File: src/rtl/seven_seg_pkg.sv
// seven_seg_pkg: glyph codes, active-low segment patterns and scan states shared by the seven-segment blocks.
package seven_seg_pkg;
  typedef enum logic {ST_BLANK, ST_SHOW} state_t;
  localparam logic [7:0] GLYPH_S     = 8'h0A;
  localparam logic [7:0] GLYPH_E     = 8'h0B;
  localparam logic [7:0] GLYPH_C     = 8'h0C;
  localparam logic [7:0] GLYPH_R     = 8'h0D;
  localparam logic [7:0] GLYPH_DASH  = 8'hFE;
  localparam logic [7:0] GLYPH_BLANK = 8'hFF;
  // Segment order {g,f,e,d,c,b,a}, 0 lights a segment.
  localparam logic [6:0] SEG_0     = 7'h40;
  localparam logic [6:0] SEG_1     = 7'h79;
  localparam logic [6:0] SEG_2     = 7'h24;
  localparam logic [6:0] SEG_3     = 7'h30;
  localparam logic [6:0] SEG_4     = 7'h19;
  localparam logic [6:0] SEG_5     = 7'h12;
  localparam logic [6:0] SEG_6     = 7'h02;
  localparam logic [6:0] SEG_7     = 7'h78;
  localparam logic [6:0] SEG_8     = 7'h00;
  localparam logic [6:0] SEG_9     = 7'h10;
  localparam logic [6:0] SEG_S     = 7'h12;
  localparam logic [6:0] SEG_E     = 7'h06;
  localparam logic [6:0] SEG_C     = 7'h46;
  localparam logic [6:0] SEG_R     = 7'h2F;
  localparam logic [6:0] SEG_DASH  = 7'h3F;
  localparam logic [6:0] SEG_BLANK = 7'h7F;
endpackage

File: src/rtl/seven_seg_glyph_decode.sv
// seven_seg_glyph_decode: combinational 8-bit glyph code to active-low segment lookup.
module seven_seg_glyph_decode
  import seven_seg_pkg::*;
(
  input  logic [7:0] i_code,
  output logic [6:0] o_seg
);
  always_comb begin
    o_seg = SEG_BLANK;
    case (i_code)
      8'h00:      o_seg = SEG_0;
      8'h01:      o_seg = SEG_1;
      8'h02:      o_seg = SEG_2;
      8'h03:      o_seg = SEG_3;
      8'h04:      o_seg = SEG_4;
      8'h05:      o_seg = SEG_5;
      8'h06:      o_seg = SEG_6;
      8'h07:      o_seg = SEG_7;
      8'h08:      o_seg = SEG_8;
      8'h09:      o_seg = SEG_9;
      GLYPH_S:    o_seg = SEG_S;
      GLYPH_E:    o_seg = SEG_E;
      GLYPH_C:    o_seg = SEG_C;
      GLYPH_R:    o_seg = SEG_R;
      GLYPH_DASH: o_seg = SEG_DASH;
      default:    o_seg = SEG_BLANK;
    endcase
  end
endmodule

File: src/rtl/seven_seg_scan_driver.sv
// seven_seg_scan_driver: 8-digit multiplexed display scan with per-slot blanking and registered outputs.
// Optional SEVSEG_DIM_EN adds a dim_level input that PWM-gates the active anode.
module seven_seg_scan_driver
  import seven_seg_pkg::*;
#(
  parameter int REFRESH_DIV  = 100000,
  parameter int BLANK_CYCLES = 1000
) (
  input  logic       clk,
  input  logic       reset,
  input  logic       en,
`ifdef SEVSEG_DIM_EN
  input  logic [2:0] dim_level,
`endif
  input  logic [7:0] ONE_DIGIT,
  output logic [2:0] refreshcounter,
  output logic [7:0] an,
  output logic [6:0] seg,
  output logic       dp
);
  localparam int CW = $clog2(REFRESH_DIV);
  logic [CW-1:0] r_cnt, w_cnt_n;
  logic [2:0]    r_rc, w_rc_n;
  state_t        r_state, w_state_n;
  logic [7:0]    r_code, w_code_n, r_an;
  logic [6:0]    r_seg, w_seg_dec;
  logic          w_wrap, w_latch, w_show_n, w_an_on;
  seven_seg_glyph_decode u_dec (.i_code(w_code_n), .o_seg(w_seg_dec));
  always_comb begin
    w_wrap    = en && r_cnt == CW'(REFRESH_DIV - 1);
    w_latch   = en && r_cnt == CW'(BLANK_CYCLES - 1);
    w_cnt_n   = w_wrap ? '0 : en ? r_cnt + 1'b1 : r_cnt;
    w_rc_n    = w_wrap ? r_rc + 1'b1 : r_rc;
    w_state_n = w_wrap ? ST_BLANK : w_latch ? ST_SHOW : r_state;
    w_code_n  = w_latch ? ONE_DIGIT : r_code;
    w_show_n  = en && w_state_n == ST_SHOW;
  end
`ifdef SEVSEG_DIM_EN
  logic [2:0] r_pwm, w_pwm_n;
  assign w_pwm_n = r_pwm + 3'd1;
  assign w_an_on = w_show_n && w_pwm_n <= dim_level;
  always_ff @(posedge clk) r_pwm <= reset ? 3'd0 : w_pwm_n;
`else
  assign w_an_on = w_show_n;
`endif
  // Outputs are registered from next-state values so they line up with the state they describe.
  always_ff @(posedge clk) begin
    if (reset) begin
      r_cnt   <= '0;
      r_rc    <= 3'd0;
      r_state <= ST_BLANK;
      r_code  <= GLYPH_BLANK;
      r_an    <= 8'hFF;
      r_seg   <= SEG_BLANK;
    end else begin
      r_cnt   <= w_cnt_n;
      r_rc    <= w_rc_n;
      r_state <= w_state_n;
      r_code  <= w_code_n;
      r_an    <= w_an_on ? ~(8'd1 << w_rc_n) : 8'hFF;
      r_seg   <= w_show_n ? w_seg_dec : SEG_BLANK;
    end
  end
  assign refreshcounter = r_rc;
  assign an             = r_an;
  assign seg            = r_seg;
  assign dp             = 1'b1;
endmodule

File: config.mk
export PLATFORM = sky130hd
export DESIGN_NAME = seven_seg_scan_driver
export DESIGN_NICKNAME = d
export VERILOG_FILES = /design/src/rtl/seven_seg_pkg.sv /design/src/rtl/seven_seg_glyph_decode.sv /design/src/rtl/seven_seg_scan_driver.sv
export SDC_FILE = /design/constraint.sdc
export NUM_CORES = 1
export LEC_CHECK = 0
export BUFFER_PORTS_ARGS = -buffer_cell sky130_fd_sc_hd__buf_4
export CAP_MARGIN = 20
export CORE_MARGIN = 4
export CORE_UTILIZATION = 25
export DETAILED_ROUTE_END_ITERATION = 12
export PLACE_DENSITY = 0.48
export RECOVER_POWER = 25
export SYNTH_ARGS = -nofsm -noshare
export SYNTH_HDL_FRONTEND = slang
export SYNTH_SLANG_ARGS = --single-unit
File: constraint.sdc
create_clock -name clk -period 5.3 [get_ports clk]
set_input_delay 0.265 -clock clk [delete_from_list [all_inputs] [get_ports clk]]
set_output_delay 0.265 -clock clk [all_outputs]
set_load 0.03 [all_outputs]
==> run summary <==
Finish-stage setup viols: 0
Slew HR: 0.374
Final nets: 329
Clock Latency Late Sink: 290 ps
Die Y: 104 um
First-pass GRT wire length: 9540 um
Origin of the worst setup path: r_cnt[0]
PwrDens: 239 mW/mm2
Crit Path Category: reg -> reg
EDFF count, synth: 0
Reg2reg end: seg[5]
Mean post-synth cell area: 7.70 um2
Post-route minimum period: 2660 ps
DR vias: 2017
Post-synthesis async set-or-reset flop share: 0
Synthesis-stage register bit count: 44
Yosys warns: 0
Vias in the first global route: 1914
Sink Count: 44
I/O pins: 30
Worst R2R Path Depth: 7
Worst Hold Class: in -> reg
Achievable clock frequency: 377 MHz
Slew Limit Fails: 0
# rows: 34
Leakage: 0.000891 uW
# resized after CTS: 0
Final Routed Wirelength: 5620 um
Clock Tree Buf Depth: 2
Flop-to-flop setup slack: 2640 ps
Share of layout cells above drive strength 1: 0.0915
Transition time of the tightest slew-check pin: 931 ps
Initial Util: 0.261
Largest net degree at the start of global routing: 22
ANT nets after route: 0
Antenna violations before repair: 0
DRC viols: 0
Crit share post-route: 0.501
Total Routing Usage GR: 0.105
I/O Buffers: 28
Max_cap viols: 0
Cell count after synthesis: 301
Synthesized net count: 314
Crit path arrival time: 2830 ps
Setup TNS: 0 ps
Total congestion overflow: 0
Die ar.: 0.0109 mm2
Post-detail-place hpwl: 4190 um
Worst Path Max Fanout: 21
Final core occ: 0.298
Sequential-to-total area share from yosys stat: 0.380
Setup crit start kind: flip-flop
CP required: 5480 ps
Area of the core: 0.00889 mm2
Antenna diode count: 0
Hold buffer count at CTS: 0
Unrepaired setup endpoints after global routing: false
1st-iter DRT viols: 132
Unique cell type count in the Yosys netlist: 44
Reg2reg start: r_cnt[0]
Layout Skew: 9.96 ps
First drt pass iteration count: 4
CTS HTree Levels: 2
Vias per cell: 4.75
CTS root buf: clkbuf_8
Crit path to: seg[5]
Clock-pin slew on the worst setup and hold paths: 90 ps
Die width: 104 um
Status: finished, final reports clean
Synth Flop Type: dfxtp_1
Final hold vios: 0
CTS tree: yes
CTS buffer count: 5
Maximum vdd drop: 0.116 mV
Final GP Congestion: 0.778
Critical path capture point type: flip-flop
Postcts setup bufs: 0
WL/cell: 13.2 um
Post-Syn Area: 0.00232 mm2
Area growth from synthesis to layout: 14.2%
[placed cells by master (no fill, tap or decap), drive strengths merged, types with 3 or more instances in the layout]
master | netlist | final
nand3 | 12 | 12
nor2b | 3 | 3
a21oi | 11 | 11
a211oi | 3 | 3
clkbuf | 15 | 21
o211ai | 3 | 3
nor3 | 11 | 11
xnor2 | 10 | 10
or3 | 3 | 3
xor2 | 10 | 10
buf | 6 | 14
nor4 | 7 | 7
o21ai | 12 | 12
or4 | 7 | 7
dfxtp | 44 | 44
inv | 6 | 6
o22a | 3 | 3
nor2 | 41 | 41
nand2 | 39 | 39
a31oi | 3 | 3
nand4 | 8 | 8
nand2b | 10 | 10
nand3b | 12 | 12
and2 | 3 | 3
[state kept, by name (all words and copies together), names as in the netlist]
signal / flops
refreshcounter: 3
r_state: 1
r_code: 8
an: 8
r_cnt: 17
seg: 7
[stage by stage]
stage | cell area, um2 | instances | power [uW] | hold WS, ps | setup slack [ps]
6_report | 2650 | 425 | 632 | 216 | 2640
5_1_grt | 2650 | 425 | 665 | 217 | 2260
4_1_cts | 2700 | 425 | 645 | 203 | 2600
3_5_place_dp | 2580 | 417 | 373 | 490 | 2630
3_3_place_gp | 2580 | 417 | 373 | 484 | 2770
2_1_floorplan | 2320 | 301 | 362 | 359 | 2960
[cell usage after synthesis (2+ instances only)]
cell | number | share of area
xor2_1 | 10 | 0.038
o22a_1 | 3 | 0.011
nand2_1 | 38 | 0.062
o21ai_1 | 3 | 0.0065
nor3b_1 | 2 | 0.0065
nor4_1 | 7 | 0.019
dfxtp_1 | 44 | 0.38
nand2b_1 | 10 | 0.027
o22ai_1 | 2 | 0.0054
mux2i_1 | 2 | 0.0086
nand4_1 | 8 | 0.022
nand3_1 | 12 | 0.026
a21oi_1 | 11 | 0.024
nor3_1 | 11 | 0.024
inv_1 | 6 | 0.0097
nor2b_1 | 3 | 0.0081
or2_2 | 2 | 0.0054
and2_1 | 3 | 0.0081
a211oi_1 | 3 | 0.0097
nand3b_1 | 12 | 0.039
a31oi_1 | 3 | 0.0081
and3_1 | 2 | 0.0054
xnor2_1 | 10 | 0.038
or4_1 | 6 | 0.019
buf_4 | 2 | 0.0065
clkbuf_1 | 15 | 0.024
ha_1 | 2 | 0.011
or3_1 | 2 | 0.0054
buf_1 | 2 | 0.0032
o211ai_1 | 3 | 0.0097
nor2_1 | 41 | 0.066
o21ai_0 | 9 | 0.019
[power by group]
group | leakage [uW] | internal [uW] | switching (uW) | total, uW
Combinational | 0.000474 | 12.2 | 19.7 | 31.8
Clock | 0.0000614 | 154 | 113 | 267
Sequential | 0.000356 | 332 | 1.36 | 333
[logic make-up (layout without fill, tap and decap cells)]
family | after synthesis | in the layout | share of synthesized area
compound gates | 42 | 42 | 0.113
xor+xnor | 20 | 20 | 0.0755
fa+ha+maj | 2 | 2 | 0.0108
buf+inv | 27 | 43 | 0.0507
flops | 44 | 44 | 0.380
mux | 3 | 3 | 0.0135
other cells | 1 | 1 | 0.00162
simple gates | 162 | 162 | 0.355
[per-layer routing]
metal	GRT usage	vias up	wire length, um
met5	0	-	0
met3	0.0223	2	137
li1	-	1072	-
met4	0.0285	0	34
met2	0.166	23	2570
met1	0.145	920	2870
[critical path: stages, from the launching register on]
cell and delay, ps:
dfxtp_1 370, ha_1 200, nand2_1 90, or3_1 350, nor3_1 730, or2_2 500, a211oi_1 160, o311ai_1 120
[layout make-up]
type | instances | area [um2]
fillers | 964 | 6240
multi-input cells | 230 | 1330
flip-flops and latches | 44 | 881
repair buffers | 29 | 161
well taps | 108 | 135
clock buffers | 6 | 82.6
clock inverters | 2 | 38.8
inverters | 6 | 22.5
[worst min path at each step]
stage,endpoint,cells after the start,slack [ps],from
final,r_code[6],3,220,ONE_DIGIT[6]
after CTS,r_code[6],3,200,ONE_DIGIT[6]
after global routing,r_code[6],3,220,ONE_DIGIT[6]
after floorplan,r_code[2],1,360,reset
after detailed placement,r_code[7],2,490,r_code[7]
after global placement,r_code[7],2,480,r_code[7]
Power figures use the tool's default switching activity.
